File: src/rtl/lrf_frame_scheduler.sv
// lrf_frame_scheduler
// Sequences the DDR frame reads that feed LRF. Every image gets a NEW pass
// (its own frame) followed by an OLD pass (the frame 2^N_FUSE_COUNT images
// back, or frame 0 near the start of the sequence). Each pass is one read
// command to the MM2S mover; completion is tracked by watching the beats LRF
// accepts on its s_axis port. After the last image, zero-data flush beats
// push the tail of the LRF pipeline out.

module lrf_frame_scheduler #(
  parameter int  PIXELS_PER_BEAT = 16,
  parameter int  IMAGE_DIM       = 512,
  parameter int  N_FUSE_COUNT    = 4,
  parameter int  PIPELINE_DELAY  = 10,
  parameter int  ADDR_W          = 32,
  parameter int  FRAME_W         = 16,
  localparam int WORDS_PER_IMAGE = IMAGE_DIM * IMAGE_DIM / PIXELS_PER_BEAT,
  localparam int LEN_W           = $clog2(WORDS_PER_IMAGE + 1)
) (
  input  logic               s_axis_aclk,
  input  logic               s_axis_areset,
  // host configuration
  input  logic               cfg_start,
  input  logic [FRAME_W-1:0] cfg_num_images,
  input  logic [ADDR_W-1:0]  cfg_base_addr,
  // read command to the MM2S mover
  output logic               cmd_valid,
  input  logic               cmd_ready,
  output logic [ADDR_W-1:0]  cmd_addr,
  output logic [LEN_W-1:0]   cmd_len,
  output logic               cmd_old,
  // monitor taps on LRF's s_axis input
  input  logic               mon_tvalid,
  input  logic               mon_tready,
  input  logic               mon_tlast,
  // zero-data flush beats
  output logic               flush_tvalid,
  input  logic               flush_tready,
  // status
  output logic               busy,
  output logic               done,
  output logic               err_tlast
);

  // Offset between an image and the older frame it is fused with.
  localparam int unsigned OLD_OFFSET = 1 << N_FUSE_COUNT;

  // Flush counter only has to reach PIPELINE_DELAY-1.
  localparam int FLUSH_W = (PIPELINE_DELAY > 1) ? $clog2(PIPELINE_DELAY) : 1;
  localparam logic [FLUSH_W-1:0] FLUSH_LAST =
    FLUSH_W'((PIPELINE_DELAY > 0) ? PIPELINE_DELAY - 1 : 0);

  localparam logic [LEN_W-1:0]  LAST_BEAT = LEN_W'(WORDS_PER_IMAGE - 1);
  localparam logic [ADDR_W-1:0] WORDS_A   = ADDR_W'(WORDS_PER_IMAGE);

  typedef enum logic [2:0] {
    S_IDLE,
    S_CMD_NEW,
    S_XFER_NEW,
    S_CMD_OLD,
    S_XFER_OLD,
    S_FLUSH,
    S_DONE
  } state_t;

  state_t state_q;
  state_t state_d;

  logic [FRAME_W-1:0] num_q;       // images in this run
  logic [ADDR_W-1:0]  base_q;      // word address of frame 0
  logic [FRAME_W-1:0] img_q;       // image currently being processed
  logic [LEN_W-1:0]   beat_q;      // beats seen in the current pass
  logic [FLUSH_W-1:0] flush_q;     // flush beats accepted so far

  logic               start_accept;
  logic               beat_hs;
  logic               in_xfer;
  logic               last_beat;
  logic               pass_end;
  logic               last_image;
  logic [FRAME_W:0]   img_inc_w;
  logic [FRAME_W-1:0] img_next;
  logic [FRAME_W-1:0] old_idx;

  // Word address of frame idx, wrapping modulo 2^ADDR_W.
  function automatic logic [ADDR_W-1:0] frame_addr(input logic [ADDR_W-1:0]  base,
                                                   input logic [FRAME_W-1:0] idx);
    return base + ADDR_W'(idx) * WORDS_A;
  endfunction

  assign cmd_len = LEN_W'(WORDS_PER_IMAGE);

  // Beat tracking is only meaningful while a pass is in flight; handshakes
  // seen in any other state are deliberately ignored.
  assign beat_hs   = mon_tvalid & mon_tready;
  assign in_xfer   = (state_q == S_XFER_NEW) || (state_q == S_XFER_OLD);
  assign last_beat = (beat_q == LAST_BEAT);
  assign pass_end  = in_xfer & beat_hs & last_beat;

  // One extra bit keeps img+1 from wrapping before it is compared.
  assign img_inc_w  = {1'b0, img_q} + (FRAME_W + 1)'(1);
  assign img_next   = img_q + FRAME_W'(1);
  assign last_image = (img_inc_w == {1'b0, num_q});

  // Early images have no frame far enough back, so they fuse with frame 0.
  assign old_idx = (32'(img_q) >= OLD_OFFSET) ? img_q - FRAME_W'(OLD_OFFSET) : '0;

  // State register.
  always_ff @(posedge s_axis_aclk) begin
    // NOTE: sequential state uses non-blocking assignments so every register
    // samples pre-edge values, independent of block ordering.
    if (s_axis_areset) begin
      state_q <= S_IDLE;
    end else begin
      state_q <= state_d;
    end
  end

  // Next-state decode and state-derived handshake/status outputs.
  always_comb begin
    // NOTE: every signal written here gets a default first, so no path
    // through the case leaves one unassigned and infers a latch.
    state_d      = state_q;
    cmd_valid    = 1'b0;
    flush_tvalid = 1'b0;
    busy         = 1'b1;
    done         = 1'b0;
    start_accept = 1'b0;

    case (state_q)
      S_IDLE: begin
        busy = 1'b0;
        if (cfg_start) begin
          start_accept = 1'b1;
          state_d      = (cfg_num_images == '0) ? S_DONE : S_CMD_NEW;
        end
      end

      S_CMD_NEW: begin
        cmd_valid = 1'b1;
        if (cmd_ready) state_d = S_XFER_NEW;
      end

      S_XFER_NEW: begin
        if (pass_end) state_d = S_CMD_OLD;
      end

      S_CMD_OLD: begin
        cmd_valid = 1'b1;
        if (cmd_ready) state_d = S_XFER_OLD;
      end

      S_XFER_OLD: begin
        if (pass_end) begin
          if (!last_image)              state_d = S_CMD_NEW;
          else if (PIPELINE_DELAY == 0) state_d = S_DONE;
          else                          state_d = S_FLUSH;
        end
      end

      S_FLUSH: begin
        flush_tvalid = 1'b1;
        if (flush_tready && (flush_q == FLUSH_LAST)) state_d = S_DONE;
      end

      S_DONE: begin
        done    = 1'b1;
        state_d = S_IDLE;
      end

      default: state_d = S_IDLE;
    endcase
  end

  // Run configuration and image index; later cfg_* changes are ignored.
  always_ff @(posedge s_axis_aclk) begin
    if (s_axis_areset) begin
      num_q  <= '0;
      base_q <= '0;
      img_q  <= '0;
    end else if (start_accept) begin
      num_q  <= cfg_num_images;
      base_q <= cfg_base_addr;
      img_q  <= '0;
    end else if ((state_q == S_XFER_OLD) && pass_end) begin
      img_q  <= img_next;
    end
  end

  // Beat counter for the pass in flight; restarts when a command is accepted.
  always_ff @(posedge s_axis_aclk) begin
    if (s_axis_areset) begin
      beat_q <= '0;
    end else if (cmd_valid && cmd_ready) begin
      beat_q <= '0;
    end else if (in_xfer && beat_hs) begin
      beat_q <= beat_q + LEN_W'(1);
    end
  end

  // Sticky tlast check: tlast must coincide exactly with the final beat.
  always_ff @(posedge s_axis_aclk) begin
    if (s_axis_areset) begin
      err_tlast <= 1'b0;
    end else if (start_accept) begin
      err_tlast <= 1'b0;
    end else if (in_xfer && beat_hs && (mon_tlast != last_beat)) begin
      err_tlast <= 1'b1;
    end
  end

  // Command register, loaded on entry to each CMD state so that address and
  // pass type are stable for the whole time cmd_valid is up.
  always_ff @(posedge s_axis_aclk) begin
    if (s_axis_areset) begin
      cmd_addr <= '0;
      cmd_old  <= 1'b0;
    end else if (start_accept) begin
      cmd_addr <= cfg_base_addr;
      cmd_old  <= 1'b0;
    end else if ((state_q == S_XFER_NEW) && pass_end) begin
      cmd_addr <= frame_addr(base_q, old_idx);
      cmd_old  <= 1'b1;
    end else if ((state_q == S_XFER_OLD) && pass_end) begin
      cmd_addr <= frame_addr(base_q, img_next);
      cmd_old  <= 1'b0;
    end
  end

  // Flush beat counter, cleared for every new run.
  always_ff @(posedge s_axis_aclk) begin
    if (s_axis_areset) begin
      flush_q <= '0;
    end else if (start_accept) begin
      flush_q <= '0;
    end else if (flush_tvalid && flush_tready) begin
      flush_q <= flush_q + FLUSH_W'(1);
    end
  end

endmodule

File: config.mk
export PLATFORM = sky130hd
export DESIGN_NAME = lrf_frame_scheduler
export DESIGN_NICKNAME = d
export VERILOG_FILES = /design/src/rtl/lrf_frame_scheduler.sv
export SDC_FILE = /design/constraint.sdc
export NUM_CORES = 1
export LEC_CHECK = 0
export BUFFER_PORTS_ARGS = -buffer_cell sky130_fd_sc_hd__buf_2
export CAP_MARGIN = 20
export CORE_MARGIN = 10
export CORE_UTILIZATION = 30
export DETAILED_ROUTE_END_ITERATION = 8
export GPL_ROUTABILITY_DRIVEN = 0
export PLACE_DENSITY = 0.6
export SLEW_MARGIN = 40
export SYNTH_ARGS = -nofsm -noshare
export SYNTH_HDL_FRONTEND = slang
export SYNTH_SLANG_ARGS = --single-unit
File: constraint.sdc
create_clock -name s_axis_aclk -period 4.79 [get_ports s_axis_aclk]
set_clock_uncertainty 0.15 [all_clocks]
set_input_delay 0.958 -clock s_axis_aclk [delete_from_list [all_inputs] [get_ports s_axis_aclk]]
set_output_delay 0.958 -clock s_axis_aclk [all_outputs]
set_load 0.005 [all_outputs]
======== After elaboration in Yosys (flattened, before gate mapping) ========
Cells that the tools add are included.
storage, ports and cells
  bits in registers ....................... 120
  logic and storage cells ................. 73
cells by class
  reduce and logical (&&, ||, !) cells .... 16
  equality and inequality tests ........... 16
  order comparisons ....................... 1
  mux-type cells .......................... 21
  bitwise operators ....................... 3
  add/sub/neg operators ................... 7
operator list
  cell                                                   count
  2-to-1 mux 32 bit                                      3
  adder 32 x 30 -> 32 bit                                2
  2-to-1 mux 3 bit                                       8
  one-hot mux 3 bit (6 select lines)                     1
  adder 16 x 1 -> 17 bit (second input constant)         1
  == test 17 x 16 -> 1 bit                               1
  adder 16 x 1 -> 16 bit (second input constant)         1
  >= comparator 16 x 5 -> 1 bit (second input constant)  1
  zero test 16 bit                                       1
  2-to-1 mux 16 bit                                      1
  subtractor 16 x 5 -> 16 bit (second input constant)    1
  adder 15 x 1 -> 15 bit (second input constant)         1
  == test 15 x 14 -> 1 bit (second input constant)       1
  inequality test 2 bit (second input constant)          6
  == test 3 bit (second input constant)                  3
  2-to-1 mux 1 bit                                       8
  logical AND 1 bit                                      7
  == test 3 x 2 -> 1 bit (second input constant)         2
  AND reduction 6 bit                                    1
  OR reduction 2 bit                                     3
  adder 4 x 1 -> 4 bit (second input constant)           1
  == test 4 bit (second input constant)                  1
  AND 1 bit                                              3
  == test 3 x 1 -> 1 bit (second input constant)         1
  other kinds (5)                                        5

======== Logic depth before layout (Yosys ltp) ========
  depth in word-level cells ............... 8
  depth in mapped cells ................... 19

======== Worst setup path after synthesis ========
Ideal clock, no wire load.
  kind .................................... input -> register
  start point ............................. input mon_tvalid
  end point ............................... register cmd_addr[29]
  slack ................................... 0.323 ns
  data arrival time ....................... 4.201 ns
  stages on the path ...................... 15
  buffers on the path ..................... 2
  cell sequence ........................... nand4b_2 nor4_4 nand2_1 clkbuf_1 a211oi_1 a21oi_1 ha_1 clkbuf_1 and4_1 a221oi_1 o21ai_0 or2_2 a31o_2 nor4_1 and3b_1
on the way
  cells in the longest elaborated chain, start to end .. 6
ends and longest elaborated chain
  what                        line  text
  start, declared             32    input logic mon_tvalid,
  AND 1 bit (*)               94    assign beat_hs = mon_tvalid & mon_tready;
  AND 1 bit (*) (2 in a row)  97    assign pass_end = in_xfer & beat_hs & last_beat;
  logical AND 1 bit           220   end else if ((state_q == S_XFER_NEW) && pass_end) begin
  2-to-1 mux 32 bit           220
  2-to-1 mux 32 bit           217   end else if (start_accept) begin
  end signal, assigned        218   cmd_addr <= cfg_base_addr;
  end signal, assigned        221   cmd_addr <= frame_addr(base_q, old_idx);
  end signal, assigned        224   cmd_addr <= frame_addr(base_q, img_next);
  end, declared               28    output logic [ADDR_W-1:0] cmd_addr,
Every way passes the cells marked *; elsewhere a longest branch is shown, timed or not.
A chain may end at the register's enable or synchronous reset.

======== Final worst setup path ========
  start point ............................. register img_q[5]
  end point ............................... register cmd_addr[29]
on the way
  cells in the longest elaborated chain, start to end .. 5
ends and longest elaborated chain
  what                                                                 line     text
  start, declared                                                      70       logic [FRAME_W-1:0] img_q;
  start signal, assigned                                               185      img_q <= img_next;
  adder 16 x 1 -> 16 bit, or another cell as far along                 101      assign img_next = img_q + FRAME_W'(1);
  adder 32 x 30 -> 32 bit / 2-to-1 mux 16 bit (equally long branches)  87, 105
  2-to-1 mux 32 bit / adder 32 x 30 -> 32 bit (equally long branches)  223, 87
  2-to-1 mux 32 bit (*)                                                220
  2-to-1 mux 32 bit (*)                                                217
Every way passes the cells marked *; elsewhere a longest branch is shown, timed or not. The select of a mux whose other input is x is not followed.

==> metrics.md <==
| Metric | Value |
|---|---|
| Sequential area share after synthesis | `34.97%` |
| Worst-margin pin slew | `0.7619 ns` |
| Max capacitance violation total | `0` |
| Syn Inst Count | `slightly above 900` |
| Die Y | `171.3 µm` |
| Synth-to-Final Area Change | `20.07%` |
| Fmax | `226.3 MHz` |
| Unique masters post-synth | `67` |
| Fin crit period | `4.419 ns` |
| Flop pwr share | `37.3%` |
| Global-route wire length before repair | `33.46 mm` |
| Final ANT Viol Nets | `0` |
| CTS clk-pin slew, worst paths | `0.06 ns` |
| Die Footprint | `29350 µm²` |
| Worst-case reg-to-reg path depth | `16` |
| First-pass DRT Iterations | `5` |
| Post-Route WL | `20.90 mm` |
| Sw Ratio | `32.08%` |
| Status | `completed` |
| Setup Fix Bufs, Post-CTS | `0` |
| Yosys reg bits | `120` |
| Total number of vias | `6631` |
| CTS resizes | `0` |
| Nets@finish | `approximately 1100` |
| Global Route Usage Sum | `between 10 and 15%` |
| Yosys top cell by area | `dfxtp_1` |
| Num CTS Buffers | `17` |
| Dpl hpwl | `15.29 mm` |
| RSZ-0062 raised after global routing | `false` |
| Worst rel slew slack | `49.21%` |
| Commonest cells in the netlist | `nand2_1, dfxtp_1, a21oi_1, nor2_1, clkbuf_1` |
| CTS tree | `yes` |
| H-tree Lvls | `4` |
| Layout cells sized above 1 | `16.98%` |
| IO buf count | `slightly above 90` |
| Synth top area share | `34.97%` |
| Power per standard cell area | `416.0 nW/µm²` |
| CP Capture Type | `flop` |
| TNS Setup | `0 ns` |
| Cell area after synthesis | `6870 µm²` |
| Synth warnings | `0` |
| Post-synth top flop | `dfxtp_1` |
| Area contributors post-synth | `dfxtp_1, nand2_1, a21oi_1` |
| Vias in the first global route | `6249` |
| Final setup fails | `0` |
| Final cycle utilization of the critical path | `92.26%` |
| Vias per Instance | `a little over 5` |
| Kind of critical path | `flop to flop` |
| Final Max Tran Viols | `0` |
| Core Area | `~23000 µm²` |
| P_int | `2331 µW` |
| Clock network fraction of total power | `39.4%` |
| Worst-Skew Late Latency | `0.42 ns` |
| Worst setup SP type | `flop` |
| Standby leakage power | `0.003297 µW` |
| Finished Layout Cells | `1292` |
| Comb pwr share | `23.3%` |
| Initial Util | `30.44%` |
| Crit Path Max Fanout | `6` |
| Largest net degree at the start of global routing | `79` |
| DR WL/cell | `16.18 µm` |
| Most numerous cell in the Yosys netlist | `nand2_1` |
| Arr. time, crit path | `4.59 ns` |
| Clk sink count | `120` |
| CTS Hold Buffers Added | `0` |
| Number of I/O pins | `approximately 110` |
| Worst Path Required | `just under 5 ns` |
| DR iter-0 viols | `around 360` |
| # rows | `55` |
| Worst min-delay path class | `flop to flop` |
| Register area | `approximately 2400 µm²` |
| GRT overflow | `0` |
| DR DRC count | `0` |
| Count of final hold-check violations | `0` |
| Footprint of the multi-input gates | `4118 µm²` |
| FILL cells | `2407` |
| Ys async rst share | `0%` |
| Placed insts | `1260` |
| Inserted Diodes | `0` |
| Clock Tree Root | `clkbuf_16` |
| CTS Buffer Depth | `2` |
| Peak supply drop | `0.2264 mV` |
| Psw | `about 1100 µW` |
| Hold Crit Depth | `2` |
| Avg Cell Area, Syn | `roughly 7.5 µm²` |
| Initial antenna violation count | `1` |
| Die Wd | `171.3 µm` |
| Post-synth EDFFs | `0` |
## routing by layer
layer	track usage (%)	routed length (µm)	vias up
met2	22.55	9795	160
met4	3.516	161	2
met5	0	13	-
li1	-	-	3332
met1	18.34	9531	3121
met3	4.355	1398	16
## cells in the final DEF, fill, tap and decap left out, types with 4 or more instances in the layout
cell type and n:
and3_1 4, nor2b_1 8, a21oi_1 107, a311oi_1 18
nor4_1 8, or3_1 17, clkbuf_16 17, xor2_1 27
nand4_1 12, mux2i_1 4, nor2_1 69, nand2_1 192
conb_1 15, nor3_1 14, xnor2_1 29, or4_1 6
and4_1 4, o21ai_1 4, ha_1 24, a31oi_1 9
buf_4 28, o211ai_1 11, inv_1 17, a211oi_1 12
buf_2 93, dfxtp_1 120, o21ai_0 41, nand3_1 21
## registers in the layout, summed over array words and instances, names as in the netlist
signal and count:
state_q 3, base_q 32, img_q 16, flush_q 4, err_tlast 1, num_q 16, cmd_addr 32, beat_q 15
cmd_old 1
## worst max-delay path: stages (launching register included)
cell      delay (ns)
dfxtp_1         0.31
inv_1           0.14
ha_1            0.23
or3b_2          0.53
nor3_2          0.25
and3_1          0.24
nor2_2          0.07
a221oi_1        0.31
a21oi_1         0.10
ha_1            0.37
a21o_1          0.24
a221oi_1        0.25
o21ai_0         0.16
or2_2           0.36
a31o_2          0.26
nor4_1          0.14
and3b_1         0.19
## area by class of cell
| cell class | instances | area share, % |
|---|---|---|
| Timing Repair Buffer | 122 | 8.327 |
| Multi-Input combinational cell | 716 | 49.92 |
| Sequential cell | 120 | 29.12 |
| Clock buffer | 20 | 5.536 |
| Clock inverter | 12 | 2.002 |
| Inverter | 17 | 0.7735 |
| Tap cell | 285 | 4.323 |
## power by group through the flow
stage | logic (µW) | clock network, µW | registers [µW]
global route | 910 | 1430 | 1300
detailed placement | 808 | 0 | 1300
CTS | 812 | 1370 | 1280
finish | 800 | 1350 | 1280
floorplan | 531 | 0 | 1280
global placement | 802 | 0 | 1300
## through the flow
stage	cell area (µm²)	hold WS (ns)	utilization (%)	total power [µW]	worst slack, ns
floorplan	6919	0.2866	-	1810	0.3229
global placement	7611	0.2919	33.72	2101	0.1422
detailed placement	7614	0.2984	33.73	2108	0.07635
CTS	8235	0.3065	36.49	3464	0.2851
global route	8249	0.3238	36.55	3637	0.03106
finish	8249	0.3047	36.55	3432	0.3709
## cells by family (layout without fill, tap and decap cells)
kind of cell               Yosys count  count (layout)  synth area share [%]
AOI/OAI and AO/OA                  231             231                 20.20
xor gates and xnor gates            57              57                 7.376
adders and majority gates           25              25                 4.662
buffers and inverters               94             171                 6.119
DFF                                120             120                 34.97
muxes                                5               5                0.7467
other                                2              15                0.1093
and+or+nand+nor                    383             383                 25.82
## worst paths after layout
check	start	end	slack, ns
setup / recovery	img_q[5]$_SDFFE_PP0P_	cmd_addr[29]$_SDFFE_PP0P_	0.37
hold / removal	base_q[3]$_SDFFE_PP0P_	base_q[3]$_SDFFE_PP0P_	0.30
setup reg to reg	img_q[5]$_SDFFE_PP0P_	cmd_addr[29]$_SDFFE_PP0P_	0.37
hold reg to reg	base_q[3]$_SDFFE_PP0P_	base_q[3]$_SDFFE_PP0P_	0.30
No activity file was read; power rests on OpenSTA's default activity.
